File: src/rtl/board_render_seq_pkg.sv
// Shared board geometry, cell codes and palette for the board renderer.
// The FSM state type lives here too so a bench or debug probe can decode it.
package board_render_seq_pkg;

    localparam int BOARD_COLS   = 10;
    localparam int BOARD_ROWS   = 20;
    localparam int BOARD_CELL_W = 64;
    localparam int BOARD_CELL_H = 24;

    typedef enum logic [2:0] {
        CELL_EMPTY   = 3'd0,
        CELL_CYAN    = 3'd1,
        CELL_YELLOW  = 3'd2,
        CELL_MAGENTA = 3'd3,
        CELL_GREEN   = 3'd4,
        CELL_RED     = 3'd5,
        CELL_BLUE    = 3'd6,
        CELL_ORANGE  = 3'd7
    } cell_code_t;

    // Colours are RRR_GGG_BBB, indexed by cell code.
    localparam logic [8:0] PALETTE [8] = '{
        9'h000, 9'h03F, 9'h1F8, 9'h1C7, 9'h038, 9'h1C0, 9'h007, 9'h1E0
    };

    typedef enum logic [2:0] {
        ST_IDLE,
        ST_READ,
        ST_LATCH,
        ST_ISSUE,
        ST_WAIT,
        ST_ADV,
        ST_FDONE
    } render_state_t;

    function automatic logic [8:0] paletteLookup(input logic [2:0] code);
        return PALETTE[code];
    endfunction

endpackage

File: src/rtl/board_render_seq_palette.sv
// Combinational cell-code to colour lookup.
module cell_palette
    import board_render_seq_pkg::*;
(
    input  logic [2:0] i_code,
    output logic [8:0] o_color
);

    assign o_color = paletteLookup(i_code);

endmodule

File: src/rtl/board_render_seq.sv
// Walks the board row by row, reads each cell code from RAM and hands one
// box per cell to an external drawer, waiting for its completion pulse.
module board_render_seq
    import board_render_seq_pkg::*;
#(
    parameter int COLS   = BOARD_COLS,
    parameter int ROWS   = BOARD_ROWS,
    parameter int CELL_W = BOARD_CELL_W,
    parameter int CELL_H = BOARD_CELL_H
) (
    input  logic       CLOCK_50,
    input  logic       resetn,
    input  logic       frame_req,
    output logic [7:0] cell_rd_addr,
    input  logic [2:0] cell_rd_data,
    output logic       box_start,
    output logic [9:0] box_x0,
    output logic [8:0] box_y0,
    output logic [8:0] box_color,
    input  logic       box_done,
    output logic       frame_busy,
    output logic       frame_done
);

    localparam int COL_W = (COLS > 1) ? $clog2(COLS) : 1;
    localparam int ROW_W = (ROWS > 1) ? $clog2(ROWS) : 1;
    localparam logic [COL_W-1:0] LAST_COL = COL_W'(COLS - 1);
    localparam logic [ROW_W-1:0] LAST_ROW = ROW_W'(ROWS - 1);
    localparam logic [9:0]       STEP_X   = 10'(CELL_W);
    localparam logic [8:0]       STEP_Y   = 9'(CELL_H);

    render_state_t    r_state;
    logic [COL_W-1:0] r_col;
    logic [ROW_W-1:0] r_row;
    logic [7:0]       r_addr;
    logic [9:0]       r_x0;
    logic [8:0]       r_y0;
    logic [8:0]       r_color;
    logic             r_pending;
    logic             r_boxStart;
    logic             r_frameBusy;
    logic             r_frameDone;
    logic [8:0]       w_cellColor;

    cell_palette u_palette (
        .i_code  (cell_rd_data),
        .o_color (w_cellColor)
    );

    // Coordinates and address are stepped by accumulators so no multiplier
    // is needed; strobes are registered and set on entry to their state.
    always_ff @(posedge CLOCK_50 or negedge resetn) begin
        if (!resetn) begin
            r_state     <= ST_IDLE;
            r_col       <= '0;
            r_row       <= '0;
            r_addr      <= '0;
            r_x0        <= '0;
            r_y0        <= '0;
            r_color     <= '0;
            r_pending   <= 1'b0;
            r_boxStart  <= 1'b0;
            r_frameBusy <= 1'b0;
            r_frameDone <= 1'b0;
        end else begin
            r_boxStart  <= 1'b0;
            r_frameDone <= 1'b0;
            if (frame_req && r_frameBusy) begin
                r_pending <= 1'b1;
            end
            case (r_state)
                ST_IDLE: begin
                    if (frame_req || r_pending) begin
                        r_state     <= ST_READ;
                        r_col       <= '0;
                        r_row       <= '0;
                        r_addr      <= '0;
                        r_x0        <= '0;
                        r_y0        <= '0;
                        r_pending   <= 1'b0;
                        r_frameBusy <= 1'b1;
                    end
                end
                ST_READ: begin
                    r_state <= ST_LATCH;
                end
                ST_LATCH: begin
                    r_color    <= w_cellColor;
                    r_boxStart <= 1'b1;
                    r_state    <= ST_ISSUE;
                end
                ST_ISSUE: begin
                    r_state <= ST_WAIT;
                end
                ST_WAIT: begin
                    if (box_done) begin
                        r_state <= ST_ADV;
                    end
                end
                ST_ADV: begin
                    if (r_col < LAST_COL) begin
                        r_col   <= r_col + 1'b1;
                        r_addr  <= r_addr + 8'd1;
                        r_x0    <= r_x0 + STEP_X;
                        r_state <= ST_READ;
                    end else if (r_row < LAST_ROW) begin
                        r_col   <= '0;
                        r_x0    <= '0;
                        r_row   <= r_row + 1'b1;
                        r_addr  <= r_addr + 8'd1;
                        r_y0    <= r_y0 + STEP_Y;
                        r_state <= ST_READ;
                    end else begin
                        r_frameDone <= 1'b1;
                        r_state     <= ST_FDONE;
                    end
                end
                ST_FDONE: begin
                    r_frameBusy <= 1'b0;
                    r_state     <= ST_IDLE;
                end
                default: begin
                    r_frameBusy <= 1'b0;
                    r_state     <= ST_IDLE;
                end
            endcase
        end
    end

    assign cell_rd_addr = r_addr;
    assign box_start    = r_boxStart;
    assign box_x0       = r_x0;
    assign box_y0       = r_y0;
    assign box_color    = r_color;
    assign frame_busy   = r_frameBusy;
    assign frame_done   = r_frameDone;

endmodule

File: config.mk
export PLATFORM = sky130hd
export DESIGN_NAME = board_render_seq
export DESIGN_NICKNAME = d
export VERILOG_FILES = /design/src/rtl/board_render_seq_pkg.sv /design/src/rtl/board_render_seq_palette.sv /design/src/rtl/board_render_seq.sv
export SDC_FILE = /design/constraint.sdc
export NUM_CORES = 1
export LEC_CHECK = 0
export ABC_CLOCK_PERIOD_IN_PS = 5080
export CAP_MARGIN = 20
export CORE_MARGIN = 2
export CORE_UTILIZATION = 54
export DETAILED_ROUTE_END_ITERATION = 10
export PLACE_DENSITY_LB_ADDON = 0.12
export SLEW_MARGIN = 20
export SYNTH_ARGS = -nofsm -noshare
export SYNTH_HDL_FRONTEND = slang
export SYNTH_SLANG_ARGS = --single-unit
export TNS_END_PERCENT = 100
File: constraint.sdc
create_clock -name CLOCK_50 -period 5.08 [get_ports CLOCK_50]
set_input_delay 1.27 -clock CLOCK_50 [delete_from_list [all_inputs] [get_ports CLOCK_50]]
set_output_delay 1.27 -clock CLOCK_50 [all_outputs]
set_load 0.05 [all_outputs]
# [Word-level counts from Yosys, hierarchy flattened]
# Memory sizes are Yosys's and may differ from the RTL's. A register that Yosys moved wholly into a read port is not among the register bits.
# Index checks and enable logic that the tools add are counted.
# W data, S select, Z words.
[totals] reg_bits=43 romBits=72 in_bits=7 out_inout_bits=39 wordCells=74 mem_count=1
[memory_table] name="(no name shown)" words=8 word_bits=9 rd=1 rd_clocked_by_memory_dff=1 write_ports=0 line="board_render_seq_pkg.sv:37" rtl="return PALETTE[code];"
[classes] addsub=5 magnitude_cmp=2 n_eq_ne=10 muxes=34 n_bitwise=2 n_reduce_logical=10
[op_table] operator="$mux W10" count=3
[op_table] operator="$mux W9" count=3
[op_table] operator="$mux W8" count=3
[op_table] operator="$pmux W10 S2" count=1
[op_table] operator="$pmux W3 S6" count=1
[op_table] operator="$pmux W9 S2" count=1
[op_table] operator="$pmux W8 S2" count=1
[op_table] operator="$mux W5" count=3
[op_table] operator="$mux W3" count=4
[op_table] operator="$mux W4" count=3
[op_table] operator="$add A10 B7 Y10 const B" count=1
[op_table] operator="$pmux W5 S2" count=1
[op_table] operator="$add A9 B5 Y9 const B" count=1
[op_table] operator="$add A8 B1 Y8 const B" count=1
[op_table] operator="$mux W1" count=8
[op_table] operator="$ne A2 B2 Y1 const B" count=4
[op_table] operator="$pmux W4 S2" count=1
[op_table] operator="$eq A3 B2 Y1 const B" count=2
[op_table] operator="$eq A3 B3 Y1 const B" count=2
[op_table] operator="$add A5 B1 Y5 const B" count=1
[op_table] operator="$lt A5 B5 Y1 const B" count=1
[op_table] operator="$reduce_or A5 Y1" count=1
[op_table] operator="$add A4 B1 Y4 const B" count=1
[op_table] operator="$lt A4 B4 Y1 const B" count=1
[op_table] operator="other kinds (13)" count=14

# [Logic depth before layout (Yosys ltp)]
# Gate-level depths: netlist (run 1).
[depth] ltp_word=4 mapped_depth=7 mapped_depth_nobuf=6

# [By module]
# Synthesis (run 1) repeated with hierarchy kept, for this count alone.
[unflattened] hier_cells=207 area_unflattened_um2=2204.6
[modules_own_cells] module="board_render_seq" instances=1 cells_per_inst=194 area_per_inst_um2=2092.0 seq_area_each_um2=1076.0
[modules_own_cells] module="cell_palette" instances=1 cells_per_inst=13 area_per_inst_um2=112.6 seq_area_each_um2=0.0

# [Worst setup path before layout (run 1)]
# OpenSTA, ideal clock, no wires.
[synth_timing] kind="input -> register" from="in frame_req" to="reg r_row[2]" setup_time_ps=66 arrival_time_ps=2424 t_required_ps=5014 path_slack_ps=2590 cell_stages=6 path_buffers=2 path_cell_list="or2_1 > and2_1 > buf_6 > buf_6 > or4_1 > nand2_1"
[synth_via] elab_chain_len=3
[synth_lines] item="start, declared" line="board_render_seq.sv:13" rtl="input logic frame_req,"
[synth_lines] item="$logic_or A1 B1 Y1" line="board_render_seq.sv:73" rtl="if (frame_req || r_pending) begin"
[synth_lines] item="$ne A2 B2 Y1 (no line)"
[synth_lines] item="$reduce_and A4 Y1 (no line)"
[synth_lines] item="end signal, assigned" line="board_render_seq.sv:109" rtl="r_row <= r_row + 1'b1;"
[synth_lines] item="end, declared" line="board_render_seq.sv:34" rtl="logic [ROW_W-1:0] r_row;"
# Every way passes these cells.
# A chain may end at the register's enable or synchronous reset.

# [Worst setup path in the final report (run 1)]
[layout_timing] from="reg r_addr[0] (netlist: cell_rd_addr[0])" to="out cell_rd_addr[0]"
[layout_lines] item="start, declared" line="board_render_seq.sv:35" rtl="logic [7:0] r_addr;"
[layout_lines] item="start signal, assigned" line="board_render_seq.sv:103" rtl="r_addr <= r_addr + 8'd1;"
[layout_lines] item="start signal, assigned" line="board_render_seq.sv:110" rtl="r_addr <= r_addr + 8'd1;"
[layout_lines] item="end, declared" line="board_render_seq.sv:14" rtl="output logic [7:0] cell_rd_addr,"
# No word-level cell between the ends.

==> results.json, run 1 <==
{
  "cp.required_ns": 3.81,
  "cts_tree": "yes",
  "die_w_um": 65.80,
  "firstDrtPassIters": 5,
  "setup_ws_ns": 2.257,
  "fmax_mhz": 354.2,
  "via_count": 1614,
  "syn_inst": 210,
  "cts_setup_buffers": 0,
  "grtUsageMet2_pct": 32.95,
  "drc": 0,
  "met3_usage_pct": 3.918,
  "finalCritPeriodShare_pct": 55.58,
  "place_area_um2": 2340,
  "cts_inserted_buffers": 5,
  "powerDensity_nw_per_um2": 484.0,
  "path_cells": "clkdlybuf4s50_1",
  "fin_total_pwr_mw": 1.169,
  "path_class": "flop to primary output",
  "dp_hpwl_mm": 2.802,
  "cts_buffer_depth": 2,
  "fin_worst_hold_slack_ns": 0.5338,
  "cts-hold-fix-buffers": 0,
  "yosys_warnings": 0,
  "fp.coreArea_um2": 3661,
  "drv_slew": 0,
  "start_util_pct": 56.32,
  "ys_ff_latch": 38,
  "status": "completed",
  "antenna_found_initial": 0,
  "path_delay_family": "buffers and inverters",
  "slowest_stage": "clkdlybuf4s50_1",
  "clkSinkCount": 38,
  "yosys-top-cells-count": "38 x dfrtp_1, 17 x nand2_1, 16 x buf_4",
  "finalSetupViolations": 0,
  "yosysTopAreaCellShare_pct": 46.12,
  "antenna_left": 0,
  "rows": 22,
  "worst_pin_slew_ns": 1.012,
  "hp-class": "flop to flop",
  "yosysTopAreaCell": "dfrtp_1",
  "start_kind": "flop",
  "ys_types": 42,
  "n_antenna_cell": 0,
  "grt_pass1_vias": 1500,
  "ys_seq_area_share_pct": 46.12,
  "synth_area_leaders": "dfrtp_1 46%, buf_4 5.8%, ha_1 4.9%",
  "drv_cap": 0,
  "drt-initial-drc-count": 90,
  "fin_skew_ns": 0.006688,
  "place_congestion": 0.7540,
  "drive_above_1_share_pct": 5.063,
  "vias_per_cell": 5.663,
  "p_leak_nw": 1.081,
  "finalNetCount": 252,
  "cp_slowest_stage_delay_ns": 0.84,
  "grt_use_total_pct": 20.26,
  "htree_levels": 2,
  "place_inst": 278,
  "synthArstFlopShare_pct": 100.0,
  "crit_path_end_kind": "primary output",
  "yosysMostFrequentCell": "dfrtp_1",
  "critPathBufInv": 1,
  "synth.avg_cell_area_um2": 9.819,
  "grt_start_max_net_pins": 39,
  "cp.arrival_ns": 1.55,
  "routedWlPerCell_um": 13.86,
  "root_buffer": "clkbuf_8",
  "synth_area_um2": 2062,
  "wirelength_mm": 3.949,
  "synth_ff_type": "dfrtp_1",
  "rsz0062_at_grt": "false",
  "period_needed_ns": 2.823,
  "syn2layout_area_growth_pct": 17.17,
  "synth-edff-count": 0,
  "clk_latency_ns": 0.28,
  "grt_pass1_wl_mm": 6.858,
  "final_hold_viol_count": 0,
  "portBuffers": 36,
  "final.setup.tns_ns": 0,
  "cp_max_fo": 5,
  "clkTransAtPathRegs_ns": 0.07,
  "pre_cts_slack_ns": 2.010,
  "finalInstanceArea_um2": 2416,
  "dieArea_um2": 4329,
  "fin_util_pct": 65.99,
  "met1_usage_pct": 27.49,
  "grt_busiest_layer": "met2",
  "final_cells": 285,
  "cts_resized": 0,
  "max-slew-margin-rel_pct": 32.15,
  "irDropWorstVdd_mv": 0.3413,
  "grt_overflow": 0,
  "io_pins": 46,
  "chipHeight_um": 65.80
}
-- cell families (layout without fill, tap and decap cells) --
| kind of cell | after synthesis | in the layout | synth area share (%) |
|---|---|---|---|
| simple gates | 68 | 68 | 17.84 |
| compound gates | 51 | 51 | 16.87 |
| flops | 38 | 38 | 46.12 |
| buf+inv | 36 | 55 | 10.32 |
| fa+ha+maj | 8 | 8 | 4.855 |
| mux | 7 | 7 | 3.398 |
| other cells | 1 | 9 | 0.1819 |
| xor+xnor | 1 | 1 | 0.4248 |
-- layout by cell type, fill, tap and decap left out, drive strengths merged, types with 3 or more instances in the layout --
| cell type | Yosys | final |
|---|---|---|
| clkbuf | 3 | 7 |
| a21oi | 13 | 13 |
| dfrtp | 38 | 38 |
| nand3b | 4 | 4 |
| o31ai | 3 | 3 |
| mux2i | 7 | 7 |
| o2111ai | 3 | 3 |
| or4 | 11 | 11 |
| nand2 | 17 | 17 |
| ha | 8 | 8 |
| clkdlybuf4s50 | 0 | 35 |
| a22o | 3 | 3 |
| o21ai | 15 | 15 |
| nand3 | 15 | 15 |
| conb | 1 | 9 |
| inv | 12 | 12 |
| nor2 | 8 | 8 |
| o211ai | 8 | 8 |
-- final timing paths --
check,cells past startpoint,startpoint,slack [ns],endpoint
hold reg to reg,2,r_pending,0.53,r_pending
setup / recovery,1,cell_rd_addr[0],2.26,cell_rd_addr[0]
max in group asynchronous,1,resetn,3.48,box_start
min in group asynchronous,1,resetn,1.08,r_row[0]
hold / removal,2,r_pending,0.53,r_pending
setup reg to reg,4,r_state[0],2.86,r_row[4]
-- cell type report --
class                   instances  area [um2]
repair buffers                 36       355.3
inverters                      12       45.04
clock buffers                   7       76.32
well taps                      48       60.06
flip-flops and latches         38       950.9
fillers                       299        1245
multi-input cells             144       928.4
-- registers in the layout (all words and copies together) (netlist names) --
| signal | count |
|---|---|
| cell_rd_addr | 8 |
| box_color | 4 |
| r_col | 4 |
| box_start | 1 |
| box_x0 | 4 |
| frame_busy | 1 |
| frame_done | 1 |
| r_row | 5 |
| r_state | 3 |
| r_pending | 1 |
| box_y0 | 6 |
-- power by group --
part | switching, mW | internal (mW)
Sequential | 0.0645 | 0.361
Clock | 0.0946 | 0.0944
Combinational | 0.385 | 0.170
-- worst reg2reg max path: stages, from the launching register on --
cell and delay [ns]:
dfrtp_1 0.52, and3b_1 0.32, o2111ai_2 0.55, or4_1 0.68, o21ai_1 0.09
-- per-layer routing --
metal  routed length, um  up-vias  part of all wire (%)
met2                1872       43                    47
met3                 146        9                   3.7
met4                  61        0                   1.5
met5                   0        -                     0
li1                    -      782                     -
met1                1867      780                    47
No activity file was read; power rests on OpenSTA's default activity.
==> run 2, diff against run 1 <==
--- a/config.mk
+++ b/config.mk
@@ -5,10 +5,10 @@
 export SDC_FILE = /design/constraint.sdc
 export NUM_CORES = 1
 export LEC_CHECK = 0
-export ABC_CLOCK_PERIOD_IN_PS = 5080
+export ABC_CLOCK_PERIOD_IN_PS = 2800
 export CAP_MARGIN = 20
 export CORE_MARGIN = 2
-export CORE_UTILIZATION = 54
+export CORE_UTILIZATION = 50
 export DETAILED_ROUTE_END_ITERATION = 10
 export PLACE_DENSITY_LB_ADDON = 0.12
 export SLEW_MARGIN = 20
==> constraint.sdc (replaced) <==
create_clock -name CLOCK_50 -period 2.8 [get_ports CLOCK_50]
set_input_delay 0.7 -clock CLOCK_50 [delete_from_list [all_inputs] [get_ports CLOCK_50]]
set_output_delay 0.7 -clock CLOCK_50 [all_outputs]
set_load 0.05 [all_outputs]
==> run 2 against run 1 <==
  * Clock-buffer cell count did not move
  * Clock skew about the same
  * Power rose by 87%
  * Register-to-register slack worse by 2.3 ns
  * Sequential share of layout area is 0.72 points lower
  * Non-clock buffer count grew 3
  * Sequential power up 82%
  * Final cell count is 2.1% higher
==> results.json, run 2 (synthesis gave the netlist of run 1 again) <==
{
  "p_leak_nw": 1.104,
  "clkTransAtPathRegs_ns": 0.07,
  "cts_setup_buffers": 0,
  "grt_start_max_net_pins": 39,
  "drc": 0,
  "start_kind": "flop",
  "fin_skew_ns": 0.006843,
  "cp_max_fo": 6,
  "clk_latency_ns": 0.29,
  "root_buffer": "clkbuf_8",
  "grt_overflow": 0,
  "seqCellArea_um2": 950.9,
  "vias_per_cell": 5.629,
  "htree_levels": 2,
  "cts-hold-fix-buffers": 0,
  "final_hold_viol_count": 0,
  "drive_above_1_share_pct": 6.639,
  "portBuffers": 36,
  "finalCritPeriodShare_pct": 81.51,
  "grtUsageMet2_pct": 34.95,
  "finalInstanceArea_um2": 2461,
  "crit_path_end_kind": "primary output",
  "slowest_stage": "clkdlybuf4s50_1",
  "die_w_um": 68.22,
  "cp.required_ns": 2.10,
  "dieArea_um2": 4654,
  "path_delay_family": "buffers and inverters",
  "worst_pin_slew_ns": 1.049,
  "met1_usage_pct": 24.20,
  "critPathBufInv": 1,
  "path_class": "flop to primary output",
  "drv_slew": 0,
  "place_congestion": 0.7801,
  "start_util_pct": 51.92,
  "finalNetCount": 255,
  "largest_reg_flops": 8,
  "clkSinkCount": 38,
  "cts_buffer_depth": 2,
  "routedWlPerCell_um": 14.44,
  "place_area_um2": 2370,
  "rows": 23,
  "fp.coreArea_um2": 3971,
  "met3_usage_pct": 4.276,
  "cp_slowest_stage_delay_ns": 0.84,
  "grt_pass1_wl_mm": 6.989,
  "finalSetupViolations": 0,
  "final_cell_mix": "38 x dfrtp_1, 36 x clkdlybuf4s50_1, 17 x nand2_1",
  "final.fill_count": 334,
  "rsz0062_at_grt": "false",
  "powerDensity_nw_per_um2": 887.1,
  "irDropWorstVdd_mv": 0.7130,
  "fin_util_pct": 61.97,
  "max-slew-margin-rel_pct": 30.08,
  "chipHeight_um": 68.22,
  "via_count": 1638,
  "final_common_cell": "dfrtp_1",
  "syn2layout_area_growth_pct": 19.36,
  "cts_inserted_buffers": 5,
  "fmax_mhz": 438.2,
  "cts_resized": 0,
  "grt_use_total_pct": 20.27,
  "multiInputGateArea_um2": 928.4,
  "hp-class": "flop to flop",
  "status": "completed",
  "fin_total_pwr_mw": 2.183,
  "cts_tree": "yes",
  "period_needed_ns": 2.282,
  "firstDrtPassIters": 4,
  "antenna_found_initial": 0,
  "grt_busiest_layer": "met2",
  "drt-initial-drc-count": 82,
  "grt_pass1_vias": 1554,
  "antenna_left": 0,
  "path_cells": "clkdlybuf4s50_1",
  "dp_hpwl_mm": 3.001,
  "cp.arrival_ns": 1.58,
  "n_antenna_cell": 0,
  "wirelength_mm": 4.202,
  "drv_cap": 0,
  "io_pins": 46,
  "final.setup.tns_ns": 0
}
==> run 2: worst paths after layout <==
kind                                  from               to  slack (ns)  cells past startpoint
setup / recovery           cell_rd_addr[2]  cell_rd_addr[2]        0.52                      1
min in group asynchronous           resetn  cell_rd_addr[5]        0.83                      2
hold reg to reg                  r_pending        r_pending        0.52                      2
max in group asynchronous           resetn        box_y0[4]        1.65                      2
setup reg to reg                r_state[0]         r_row[3]        0.56                      4
hold / removal                   r_pending        r_pending        0.52                      2
==> run 2: final cells by class <==
class,instances,area share [%]
clock inverters,1,0.2034
repair buffers,39,15.56
clock buffers,7,3.508
flip-flops and latches,38,38.64
multi-input cells,144,37.72
well taps,50,2.542
inverters,12,1.830
==> run 2: stage by stage <==
stage	worst slack, ns	instances	hold slack [ns]
after floorplan	0.8797	218	0.4044
after global placement	0.3852	283	0.4733
after detailed placement	0.3033	283	0.5120
after CTS	0.5049	291	0.5299
after global routing	0.3737	291	0.5463
final	0.5177	291	0.5216
==> run 2: report_power, final <==
group          switching [mW]  internal (mW)  total [mW]  leakage (nW)
Clock                   0.188          0.199       0.387        0.0482
Sequential              0.121          0.655       0.776         0.507
Combinational           0.698          0.322        1.02         0.549
Total                    1.01           1.18        2.18          1.10
==> run 2: metal layers <==
layer  part of all wire, %  routed length, um
met4                   1.8                 76
met5                     0                  0
met2                    51               2123
met3                   3.8                158
met1                    44               1843
